<file path="src/rtl/scope_readout_pkg.sv">
// Shared types and defaults for the logic-analyzer capture-buffer readout engine.
package scope_readout_pkg;

    localparam int DEFAULT_DATA_WIDTH = 16;
    localparam int DEFAULT_ADDR_WIDTH = 10;
    localparam logic [7:0] READOUT_HEADER = 8'hA5;

    typedef enum logic [2:0] {
        S_IDLE  = 3'd0,
        S_ARM   = 3'd1,
        S_HDR   = 3'd2,
        S_FETCH = 3'd3,
        S_LOAD  = 3'd4,
        S_SEND  = 3'd5
    } state_e;

    // States in which a falling i_stopped cancels the dump.
    function automatic logic is_dump_state(input state_e s);
        return (s == S_HDR) || (s == S_FETCH) || (s == S_LOAD) || (s == S_SEND);
    endfunction

endpackage

</file>
<file path="src/rtl/scope_readout_word_serializer.sv">
// Holds one sample and hands it out a byte at a time, least significant byte first.
module scope_readout_word_serializer #(
    parameter int DATA_WIDTH = 16
) (
    input  logic                  clk,
    input  logic                  reset,
    input  logic                  i_load,
    input  logic [DATA_WIDTH-1:0] i_data,
    input  logic                  i_shift,
    output logic [7:0]            o_byte_next,
    output logic                  o_last
);
    localparam int NBYTES = (DATA_WIDTH + 7) / 8;
    localparam int SW     = NBYTES * 8;
    localparam int CW     = $clog2(NBYTES + 1);

    logic [SW-1:0] shreg_q, shreg_d;
    logic [CW-1:0] cnt_q, cnt_d;

    always_comb begin
        shreg_d = shreg_q;
        cnt_d   = cnt_q;
        if (i_load) begin
            shreg_d = SW'(i_data);
            cnt_d   = '0;
        end else if (i_shift) begin
            shreg_d = shreg_q >> 8;
            cnt_d   = cnt_q + CW'(1);
        end
    end

    always_ff @(posedge clk) begin
        if (reset) begin
            shreg_q <= '0;
            cnt_q   <= '0;
        end else begin
            shreg_q <= shreg_d;
            cnt_q   <= cnt_d;
        end
    end

    // Exposing the next low byte lets the parent register o_tx_data in step with the shift.
    assign o_byte_next = shreg_d[7:0];
    assign o_last      = (cnt_q == CW'(NBYTES - 1));

endmodule

</file>
<file path="src/rtl/scope_readout.sv">
// Replays the frozen capture buffer oldest-first as a header byte followed by
// every sample serialized LSB-first onto a valid/ready byte stream.
module scope_readout
    import scope_readout_pkg::*;
#(
    parameter int         DATA_WIDTH = DEFAULT_DATA_WIDTH,
    parameter int         ADDR_WIDTH = DEFAULT_ADDR_WIDTH,
    parameter logic [7:0] HEADER     = READOUT_HEADER
) (
    input  logic                  clk,
    input  logic                  reset,
    input  logic                  i_start,
    input  logic                  i_stopped,
    input  logic [ADDR_WIDTH-1:0] i_waddr,
    output logic [ADDR_WIDTH-1:0] o_raddr,
    input  logic [DATA_WIDTH-1:0] i_rdata,
    output logic [7:0]            o_tx_data,
    output logic                  o_tx_valid,
    input  logic                  i_tx_ready,
    output logic                  o_busy,
    output logic                  o_done,
    output logic                  o_abort
);
    localparam logic [ADDR_WIDTH:0] LAST_WORD = {1'b0, {ADDR_WIDTH{1'b1}}};

    state_e                state_q, state_d;
    logic [ADDR_WIDTH-1:0] base_q, base_d;
    logic [ADDR_WIDTH-1:0] raddr_q, raddr_d;
    logic [ADDR_WIDTH:0]   wcnt_q, wcnt_d;
    logic [7:0]            tx_data_q, tx_data_d;
    logic                  tx_valid_q, tx_valid_d;
    logic                  busy_q, busy_d;
    logic                  done_q, done_d;
    logic                  abort_q, abort_d;

    logic                  hs;
    logic                  ser_load, ser_shift, ser_last;
    logic [7:0]            ser_byte;

    scope_readout_word_serializer #(
        .DATA_WIDTH (DATA_WIDTH)
    ) u_ser (
        .clk         (clk),
        .reset       (reset),
        .i_load      (ser_load),
        .i_data      (i_rdata),
        .i_shift     (ser_shift),
        .o_byte_next (ser_byte),
        .o_last      (ser_last)
    );

    always_comb begin
        state_d   = state_q;
        base_d    = base_q;
        wcnt_d    = wcnt_q;
        raddr_d   = raddr_q;
        done_d    = 1'b0;
        abort_d   = 1'b0;
        ser_load  = 1'b0;
        ser_shift = 1'b0;
        hs        = tx_valid_q && i_tx_ready;

        if (is_dump_state(state_q) && !i_stopped) begin
            abort_d = 1'b1;
            state_d = S_IDLE;
        end else begin
            case (state_q)
                S_IDLE: if (i_start) state_d = S_ARM;
                S_ARM: begin
                    if (i_stopped) begin
                        base_d  = i_waddr;
                        wcnt_d  = '0;
                        state_d = S_HDR;
                    end
                end
                S_HDR:   if (hs) state_d = S_FETCH;
                S_FETCH: state_d = S_LOAD;
                S_LOAD: begin
                    ser_load = 1'b1;
                    state_d  = S_SEND;
                end
                S_SEND: begin
                    if (hs) begin
                        ser_shift = 1'b1;
                        if (ser_last) begin
                            if (wcnt_q == LAST_WORD) begin
                                done_d  = 1'b1;
                                state_d = S_IDLE;
                            end else begin
                                wcnt_d  = wcnt_q + (ADDR_WIDTH + 1)'(1);
                                state_d = S_FETCH;
                            end
                        end
                    end
                end
                default: state_d = S_IDLE;
            endcase
        end

        // FETCH lasts one cycle, so the address only moves on entry to it.
        if (state_d == S_FETCH) raddr_d = base_q + wcnt_d[ADDR_WIDTH-1:0];

        tx_valid_d = (state_d == S_HDR) || (state_d == S_SEND);
        tx_data_d  = tx_data_q;
        if (state_d == S_HDR)       tx_data_d = HEADER;
        else if (state_d == S_SEND) tx_data_d = ser_byte;
        busy_d = (state_d != S_IDLE);
    end

    always_ff @(posedge clk) begin
        if (reset) begin
            state_q    <= S_IDLE;
            base_q     <= '0;
            wcnt_q     <= '0;
            raddr_q    <= '0;
            tx_data_q  <= 8'h00;
            tx_valid_q <= 1'b0;
            busy_q     <= 1'b0;
            done_q     <= 1'b0;
            abort_q    <= 1'b0;
        end else begin
            state_q    <= state_d;
            base_q     <= base_d;
            wcnt_q     <= wcnt_d;
            raddr_q    <= raddr_d;
            tx_data_q  <= tx_data_d;
            tx_valid_q <= tx_valid_d;
            busy_q     <= busy_d;
            done_q     <= done_d;
            abort_q    <= abort_d;
        end
    end

    assign o_raddr    = raddr_q;
    assign o_tx_data  = tx_data_q;
    assign o_tx_valid = tx_valid_q;
    assign o_busy     = busy_q;
    assign o_done     = done_q;
    assign o_abort    = abort_q;

endmodule

</file>
<file path="config.mk">
export PLATFORM = sky130hd
export DESIGN_NAME = scope_readout
export DESIGN_NICKNAME = d
export VERILOG_FILES = /design/src/rtl/scope_readout_pkg.sv /design/src/rtl/scope_readout_word_serializer.sv /design/src/rtl/scope_readout.sv
export SDC_FILE = /design/constraint.sdc
export NUM_CORES = 1
export LEC_CHECK = 0
export BUFFER_PORTS_ARGS = -buffer_cell sky130_fd_sc_hd__buf_2
export CAP_MARGIN = 20
export CORE_MARGIN = 2
export CORE_UTILIZATION = 61
export DETAILED_ROUTE_END_ITERATION = 8
export PLACE_DENSITY = 0.95
export SLEW_MARGIN = 10
export SYNTH_ARGS = -nofsm -noshare
export SYNTH_HDL_FRONTEND = slang
export SYNTH_HIERARCHICAL = 1
export SYNTH_SLANG_ARGS = --single-unit
export TNS_END_PERCENT = 100
</file>
<file path="constraint.sdc">
create_clock -name clk -period 5.15 [get_ports clk]
set_input_delay 1.03 -clock clk [delete_from_list [all_inputs] [get_ports clk]]
set_output_delay 1.03 -clock clk [all_outputs]
set_load 0.005 [all_outputs]
</file>
==> summary.md, run 1 <==
| Metric | Value |
|---|---|
| Yosys cell types | `56` |
| Post-synth top flop | `dfxtp_1` |
| Vias in the first global route | `2779` |
| EDFF count, synth | `0` |
| Design Area, Final | `around 3800 µm²` |
| Worst rel slew slack | `48.31%` |
| Post-synthesis area per instance | `8.674 µm²` |
| Number of nets with antenna violations after routing | `0` |
| Ant diodes | `0` |
| Status | `finished, final reports clean` |
| Syn Std Cell Area | `roughly 3300 µm²` |
| Internal | `848.2 µW` |
| Leakage | `about 1.6 nW` |
| Clock power share | `44.4%` |
| Worst Path Required | `~5.4 ns` |
| Final setup fails | `0` |
| Initial antenna violation count | `0` |
| Worst-Margin Slew | `0.7745 ns` |
| Peak VDD IR | `0.0002007 V` |
| Slowest CP cell | `inv_1` |
| Detailed-route vias per instance | `between 5 and 6` |
| Clock Tree Buf Depth | `2` |
| Setup TNS | `0 ns` |
| FF+latch count, synth | `64` |
| Cell Pwr Density | `294.8 nW/µm²` |
| Share of synthesized registers carrying an async set or reset | `0%` |
| Final period utilization | `72.46%` |
| Clock Sink Count | `64` |
| Hold Buf Count CTS | `0` |
| Max incr delay on CP | `0.59 ns` |
| P_sw | `265.8 µW` |
| Gate power share | `8.8%` |
| DR iter-0 viols | `405` |
| Setup Buffers After CTS | `0` |
| Syn. warnings | `6` |
| Die footprint | `6067 µm²` |
| Max Clock Skew | `0.009793 ns` |
| Cts repair resizes | `0` |
| Vias | `roughly 2.9k` |
| Port buffer count | `52` |
| Drt first pass iters | `7` |
| Fmax | `268.0 MHz` |
| Delay-heaviest family, CP | `simple AND/OR/NAND/NOR gates` |
| GRT Overall Usage | `between 20% and 30%` |
| Clk pin slew, worst setup/hold paths | `0.07 ns` |
| Initial Utilization | `64.39%` |
| DRC Markers | `0` |
| CTS buffer count | `9` |
| First-pass GRT wire length | `about 13 mm` |
| Total power | `1.114 mW` |
| Final global-route overflow total | `0` |
| FP Rows | `26` |
| Drt wl/cell | `roughly 16 µm` |
| CP max FO | `22` |
| Finished Core Util | `73.05%` |
| Worst Path Buf+Inv | `1` |
| Syn-to-layout area delta | `13.45%` |
| Mapped Cells | `384` |
| Startpoint Class | `register` |
| Seq pwr share | `46.8%` |
| Fin. max-slew vios | `0` |
| Seq/Total Area, Yosys | `38.47%` |
| RePlAce Congestion | `0.8728` |
| Final hold violation count | `0` |
| Switching part of the total | `about a quarter` |
| Clock root cell | `clkbuf_8` |
| Max Cap Viol | `0` |
| Worst setup path class | `register to register` |
| Tmin final | `3.732 ns` |
| Worst-Skew Late Latency | `0.35 ns` |
| H-tree depth | `3` |
| Post-DP HPWL | `5.407 mm` |
| Worst EP arrival | `4.02 ns` |
| Layout cell share with drive strength beyond 1 | `between 20% and 30%` |
| Die Wd | `between 70 and 80 µm` |
| I/O pin cnt | `53` |
| Type of destination of the critical path | `register` |
| Die height | `around 78 µm` |
| RSZ-0062 raised after global routing | `no` |
| Final WL | `8.024 mm` |
| Final Net Count | `~470` |
| CORE AREA | `5172 µm²` |
| Largest net degree at the start of global routing | `62` |
| Syn_nets | `around 430` |
| Placed instance area | `3528 µm²` |
| Worst-path cell chain | `ha_1 -> nor2b_1 -> nor2_2 -> nand3_1 -> inv_1 -> nand3_1 -> mux2i_1 -> nor2_1 -> ha_1 -> o41ai_1 -> xnor2_1 -> mux2i_1 -> nor2_1` |
| CTS tree | `yes` |
| Hold/Removal Path Class | `register to register` |
layer usage:
metal | wire length (µm) | share of wire (%) | GRT usage (%) | up-vias
li1 | - | - | - | 1423
met2 | 3876 | 48 | 45.78 | 125
met1 | 3388 | 42 | 33.23 | 1369
met3 | 515 | 6.4 | 6.163 | 23
met5 | 0 | 0 | 0 | -
met4 | 245 | 3.1 | 13.33 | 0
path summary, 6_finish.rpt:
check	end	slack (ns)	from	cells after the start
worst max register to register	o_raddr[8]	1.42	state_q[2]	13
worst min register to register	base_q[4]	0.47	base_q[4]	2
worst max-delay path	o_raddr[8]	1.42	state_q[2]	13
worst min-delay path	base_q[4]	0.47	base_q[4]	2
worst register-to-register path: stages, from the launching register on:
cell     delay (ns)
dfxtp_1        0.53
ha_1           0.33
nor2b_1        0.19
nor2_2         0.21
nand3_1        0.15
inv_1          0.59
nand3_1        0.23
mux2i_1        0.29
nor2_1         0.10
ha_1           0.26
o41ai_1        0.43
xnor2_1        0.16
mux2i_1        0.08
nor2_1         0.10
flip-flops by register name (all words and copies together) (netlist names):
| name | cells |
|---|---|
| o_abort | 1 |
| o_tx_data | 8 |
| u_ser/cnt_q | 2 |
| wcnt_q | 11 |
| u_ser/shreg_q | 16 |
| state_q | 3 |
| o_tx_valid | 1 |
| o_done | 1 |
| base_q | 10 |
| o_raddr | 10 |
| o_busy | 1 |
stage by stage:
| stage | cells | hold WS [ns] | setup WS [ns] |
|---|---|---|---|
| 3_3_place_gp | 480 | 0.4335 | 1.420 |
| 2_1_floorplan | 384 | 0.4214 | 1.728 |
| 4_1_cts | 496 | 0.4664 | 1.438 |
| 5_1_grt | 497 | 0.4892 | 1.137 |
| 6_report | 497 | 0.4658 | 1.418 |
| 3_5_place_dp | 480 | 0.4562 | 1.222 |
cells in the final DEF, fill, tap and decap left out, types with 12 or more instances in the layout:
cell type,instances
dfxtp_1,64
buf_2,52
nand2_1,38
nor2_1,37
a21oi_1,36
mux2i_1,22
nor2b_1,21
o21ai_0,12
ha_1,12
cells by family after synthesis:
logic type | after synthesis | share of synthesized area, %
xor gates and xnor gates | 9 | 2.367
muxes | 24 | 7.288
buffers and inverters | 38 | 6.123
AOI/OAI and AO/OA | 88 | 17.13
DFF | 64 | 38.47
and+or+nand+nor | 148 | 23.52
adders and majority gates | 13 | 5.109
area by class of cell:
type                       count  area (µm²)
fill                         356        1394
tap                           70       87.58
inverter                      11       41.29
clock buffer                  11       151.4
multi-input combinational    282        1851
timing repair buffer          54       287.8
sequential                    64        1281
clock inverter                 5       78.83
synth_stat cells (3+ instances only):
cell type,n,area (µm²)
a211oi_1,7,52.55
a211oi_2,3,37.54
a21o_1,3,22.52
a21oi_1,36,180.2
a31oi_1,4,25.02
and3_1,4,25.02
buf_2,6,30.03
buf_4,9,67.56
clkbuf_1,9,33.78
dfxtp_1,64,1281
ha_1,12,150.1
inv_1,11,41.29
mux2i_1,22,220.2
nand2_1,38,142.6
nand2b_1,4,25.02
nand3_1,7,35.03
nor2_1,37,138.9
nor2b_1,21,131.4
nor3_1,12,60.06
o21ai_0,12,60.06
o22ai_1,5,31.28
or3b_1,8,70.07
xnor2_1,7,61.31
power by group through the flow:
stage	clock network [mW]	logic, mW	registers, mW
after floorplan	0	0.0694	0.527
after global placement	0	0.0908	0.531
after detailed placement	0	0.0937	0.532
after CTS	0.496	0.0948	0.521
after global routing	0.520	0.108	0.522
final	0.495	0.0977	0.521
No activity file was read; power rests on OpenSTA's default activity.
==> run 2, diff against run 1 <==
Settings changed: CORE_UTILIZATION 61 to 51, PLACE_DENSITY 0.95 to 0.87.
Clock period 5.15 ns to 3.2 ns, I/O delays scaled along.
==> run 2 against run 1 <==
  * Final area grew 5.1%
  * Global-route usage shrank 5.1 points
  * Sequential power grew 61%
  * Clock skew shrank 0.00084 ns
  * Critical endpoint unchanged
  * Largest power group unchanged
==> summary.md, run 2 (synthesis gave the netlist of run 1 again) <==
| Metric | Value |
|---|---|
| Die footprint | `around 7000 µm²` |
| Commonest cells after routing, fill and taps aside | `62 x dfxtp_1, 52 x buf_2, 37 x nand2_1` |
| Worst reg2reg path endpoint | `o_raddr[8]` |
| Worst EP arrival | `3.42 ns` |
| Initial Utilization | `a little over half` |
| CTS buffer count | `9` |
| Met2 usage | `36.22%` |
| FP Rows | `29` |
| Vias in the first global route | `2821` |
| Initial antenna violation count | `0` |
| I/O pin cnt | `53` |
| Clock root cell | `clkbuf_8` |
| Gr busiest metal | `met2` |
| Clk pin slew, worst setup/hold paths | `approximately 0.070 ns` |
| CORE AREA | `6350 µm²` |
| Hold EP | `wcnt_q[10]` |
| Worst Path Required | `3.49 ns` |
| Status | `finished, final reports clean` |
| Reg2Reg Launch Point | `state_q[1]` |
| M3 GR Usage | `under 10%` |
| CTS tree | `yes` |
| DR iter-0 viols | `227` |
| Layout cell share with drive strength beyond 1 | `27.07%` |
| Max FFs per register | `16` |
| Top Registers | `u_ser/shreg_q x16, wcnt_q x11` |
| Post-DP HPWL | `5.632 mm` |
| Final period utilization | `a little over nine tenths` |
| FF-to-FF path depth | `13` |
| RePlAce Congestion | `0.8948` |
| Number of nets with antenna violations after routing | `0` |
| Commonest non-fill, non-tap cell in the layout | `dfxtp_1` |
| Max Cap Viol | `0` |
| Worst setup path class | `register to register` |
| H-tree depth | `3` |
| CP max FO | `7` |
| Final WL | `8.181 mm` |
| DRC Markers | `0` |
| Total power | `1.715 mW` |
| Die Wd | `84.82 µm` |
| Drt first pass iters | `5` |
| Die height | `84.82 µm` |
| Finished Core Util | `62.56%` |
| First-pass GRT wire length | `12.91 mm` |
| HP Start | `wcnt_q[10]` |
| Clock Tree Buf Depth | `2` |
| Worst setup margin | `0.06347 ns` |
| Clock Sink Count | `64` |
| Met1 Use GR | `27.97%` |
| Peak VDD IR | `between 0.0003 and 0.0004 V` |
| Fmax | `between 300 and 400 MHz` |
| Largest Register | `u_ser/shreg_q` |
| Tmin final | `between 3 and 4 ns` |
| Detailed-route vias per instance | `5.819` |
| Worst-Skew Late Latency | `0.35 ns` |
| Post-Place Cells | `about 510` |
| Port buffer count | `52` |
| Placed instance area | `between 3000 and 4000 µm²` |
| Hold/Removal Path Class | `register to register` |
| Leakage | `1.655 nW` |
| Drt wl/cell | `15.61 µm` |
| GRT Overall Usage | `around 22%` |
| Final hold violation count | `0` |
| Final setup fails | `0` |
| Max Clock Skew | `about 0.0090 ns` |
| Worst-Margin Slew | `0.5725 ns` |
| Worst rel slew slack | `61.84%` |
| Startpoint Class | `register` |
| Type of destination of the critical path | `register` |
| Ant diodes | `0` |
| Final non-filler cell total | `524` |
| Fillers | `510` |
| Final Net Count | `slightly below 500` |
| Design Area, Final | `3973 µm²` |
| Syn-to-layout area delta | `19.27%` |
| Fin. max-slew vios | `0` |
| Largest net degree at the start of global routing | `33` |
| Setup TNS | `0 ns` |
| Reg-to-reg slack, setup | `0.06 ns` |
| Final global-route overflow total | `0` |
| Hold_ws | `between 0.4 and 0.5 ns` |
| Hold Crit Depth | `2` |
| Cell Pwr Density | `431.7 nW/µm²` |
| DP Worst Slack | `-0.1232 ns` |
| Vias | `approximately 3.0k` |
==> run 2: cell types whose count changed in the layout (fill, tap and decap cells not counted), sizes merged <==
| cell | previous run | this run |
|---|---|---|
| clkinv | 3 | 2 |
| clkbuf | 11 | 10 |
| clkinvlp | 0 | 2 |
| inv | 11 | 12 |
| buf | 54 | 74 |
| bufinv | 2 | 1 |
==> run 2: routing by layer <==
| metal | vias to the layer above | share of wire [%] |
|---|---|---|
| li1 | 1463 | - |
| met1 | 1402 | 41 |
| met3 | 29 | 7.2 |
| met5 | - | 0 |
| met4 | 0 | 3.1 |
| met2 | 155 | 49 |
==> run 2: worst max path at each step <==
stage                          start         end  slack, ns
final                     state_q[1]  o_raddr[8]       0.06
after global routing       wcnt_q[0]  o_raddr[6]      -0.06
after CTS                 state_q[1]  o_raddr[8]       0.04
after detailed placement   i_stopped  o_raddr[9]      -0.12
after global placement    i_tx_ready  o_raddr[8]       0.04
after floorplan            wcnt_q[1]  o_raddr[9]       0.09
==> run 2: report_power, final <==
group | leakage (nW) | switching, mW | internal, mW
registers | 0.518 | 0.0188 | 0.819
clock network | 0.0989 | 0.329 | 0.383
logic | 1.04 | 0.0950 | 0.0699
total | 1.65 | 0.443 | 1.27
==> run 2: area by class of cell <==
class	count	area [µm²]	share of cell area [%]
multi-input cells	282	1921	48.35
flip-flops and latches	64	1284	32.31
repair buffers	74	425.4	10.71
clock buffers	10	137.6	3.465
well taps	77	96.34	2.425
clock inverters	6	67.56	1.701
inverters	11	41.29	1.039
==> run 2: worst max-delay path, cell delays in order (launching register included) <==
cell	delay, ns
dfxtp_2	0.36
ha_1	0.34
nor2b_1	0.19
nor2_2	0.23
nand3_1	0.11
o21ai_0	0.37
ha_1	0.36
nor2b_1	0.15
o21ai_1	0.19
a21oi_2	0.11
o41ai_2	0.32
xnor2_1	0.16
mux2i_1	0.09
nor2_1	0.10
==> run 2: what timing repair did <==
action,4_1_cts,5_1_grt
endpoints found under the setup margin,4,6
setup buffers,0,2
resized for setup,5,16
hold buffers,0,0
pin swaps,3,9
==> run 3, diff against run 2 <==
Settings changed: CORE_UTILIZATION 51 to 53, CTS_BUF_LIST set to sky130_fd_sc_hd__clkbuf_4, PLACE_DENSITY 0.87 to 0.89, REMOVE_ABC_BUFFERS set to 1.
==> run 3 against run 2 <==
  * Final cell count fell by 0.19%
  * Hold slack got worse by 0.024 ns
  * First-iteration DRC count rose by 13%
  * Clock power barely moved
  * Die area fell by 3.6%
  * Sequential cell count did not move
  * Sequential power barely moved
  * Clock skew rose by 0.0067 ns
  * Non-clock buffer count rose by 1
  * Sequential share of layout area rose by 0.23 points
==> summary.md, run 3 (synthesis gave the netlist of run 1 again) <==
| Metric | Value |
|---|---|
| Initial Utilization | `55.60%` |
| I/O pin cnt | `between 50 and 60` |
| Drt first pass iters | `4` |
| Most used cell, CP | `o21ai_0` |
| Drt wl/cell | `15.59 µm` |
| Top Registers | `u_ser/shreg_q x16, wcnt_q x11` |
| Final hold violation count | `0` |
| Die Wd | `83.28 µm` |
| Reg-to-reg slack, setup | `0.19 ns` |
| Status | `finished, final reports clean` |
| Vias | `3076` |
| RePlAce Congestion | `around 0.92` |
| Clock root cell | `clkbuf_4` |
| Max Clock Skew | `0.01569 ns` |
| DRC Markers | `0` |
| Final global-route overflow total | `0` |
| H-tree depth | `3` |
| Fin. max-slew vios | `0` |
| Final Net Count | `487` |
| Type of destination of the critical path | `register` |
| Largest net degree at the start of global routing | `39` |
| Clk pin slew, worst setup/hold paths | `0.12 ns` |
| Commonest non-fill, non-tap cell in the layout | `dfxtp_1` |
| Initial antenna violation count | `0` |
| DP Worst Slack | `-0.1164 ns` |
| Post-DP HPWL | `5.465 mm` |
| Max Cap Viol | `0` |
| Peak VDD IR | `approximately 0.00037 V` |
| Final WL | `a little over 8 mm` |
| CTS tree | `yes` |
| GRT Overall Usage | `22.37%` |
| Setup TNS | `0 ns` |
| Largest Register | `u_ser/shreg_q` |
| Cell Pwr Density | `~430 nW/µm²` |
| Clock Tree Buf Depth | `2` |
| CP max FO | `7` |
| Worst Path Required | `between 3 and 4 ns` |
| Max FFs per register | `16` |
| Worst setup path class | `register to register` |
| Vias in the first global route | `2950` |
| Tmin final | `about 3.0 ns` |
| CORE AREA | `5991 µm²` |
| Worst EP arrival | `approximately 3.4 ns` |
| First-pass GRT wire length | `roughly 13 mm` |
| Worst setup margin | `0.1914 ns` |
| Worst rel slew slack | `54.29%` |
| Worst-Margin Slew | `0.6857 ns` |
| Hold/Removal Path Class | `input pin to register` |
| Fmax | `332.4 MHz` |
| Layout cell share with drive strength beyond 1 | `26.79%` |
| Number of nets with antenna violations after routing | `0` |
| CTS buffer count | `9` |
| Detailed-route vias per instance | `5.881` |
| Worst-path cell chain | `nand3_2 -> nor4_4 -> nor2_4 -> a21oi_1 -> o21ai_0 -> o21ai_0 -> ha_1 -> nor2b_1 -> o21ai_0 -> a21oi_2 -> o41ai_2 -> xnor2_1 -> mux2i_1 -> nor2_1` |
| FP Rows | `28` |
| Ant diodes | `0` |
| Commonest cells after routing, fill and taps aside | `61 x dfxtp_1, 52 x buf_2, 37 x nand2_1` |
| Final setup fails | `0` |
| Die height | `~83 µm` |
| Leakage | `1.679 nW` |
| Finished Core Util | `65.91%` |
| Final non-filler cell total | `523` |
| Clock Sink Count | `64` |
| Syn-to-layout area delta | `18.56%` |
| Startpoint Class | `register` |
| Post-Place Cells | `504` |
| Hold Buf Count CTS | `0` |
| Slowest CP cell | `dfxtp_1` |
| Worst-Skew Late Latency | `roughly 0.43 ns` |
| Final period utilization | `94.02%` |
| DR iter-0 viols | `257` |
| Port buffer count | `between 50 and 60` |
| Die footprint | `6935 µm²` |
| Max incr delay on CP | `0.42 ns` |
[run 3: changes by cell type in the layout (fill, tap and decap cells not counted), moves of 2 or more]
cell	delta
ha_1	+2
clkbuf_8	-10
clkbuf_4	+9
bufinv_16	+2
[run 3: repair_timing]
| action | in CTS | in global routing |
|---|---|---|
| setup endpoints to repair | 3 | 5 |
| setup buffers | 0 | 3 |
| endpoints found under the hold margin | 0 | 0 |
| pin swaps | 1 | 4 |
| resized for setup | 2 | 17 |
[run 3: through the flow]
step	power, mW	area (µm²)	hold slack, ns
final	1.713	3949	0.4315
after global routing	1.772	3949	0.4370
after CTS	1.715	3869	0.4195
after detailed placement	1.013	3677	0.4436
after global placement	1.007	3677	0.4369
after floorplan	0.9382	3168	0.4207
[run 3: area by class of cell]
cell class | instances | area [µm²]
clock buffer | 9 | 67.56
clock inverter | 7 | 120.1
fill | 450 | 2042
inverter | 11 | 41.29
multi-input combinational | 282 | 1908
sequential | 64 | 1285
tap | 75 | 93.84
timing repair buffer | 75 | 432.9
[run 3: layer usage]
layer  GRT usage (%)  routed length [µm]
met1           24.69                3157
met5               0                   0
met3           6.262                 606
met2           38.20                4045
met4           13.11                 343
[run 3: worst paths after layout]
check	start	end	depth (start not counted)
setup / recovery	wcnt_q[5]	o_raddr[8]	14
hold / removal	i_waddr[5]	base_q[5]	3
setup reg to reg	wcnt_q[5]	o_raddr[8]	14
hold reg to reg	wcnt_q[10]	wcnt_q[10]	2
[run 3: where the power goes]
group	switching (mW)	internal [mW]	total [mW]
clock network	0.315	0.396	0.711
registers	0.0169	0.820	0.836
logic	0.0946	0.0708	0.165
[run 3: critical path: cells and delay by family (launching register included)]
family	cells	cell delay, ns
simple gates	5	0.87
flops	1	0.42
fa+ha+maj	1	0.32
mux	1	0.09
xor+xnor	1	0.16
compound gates	6	1.11
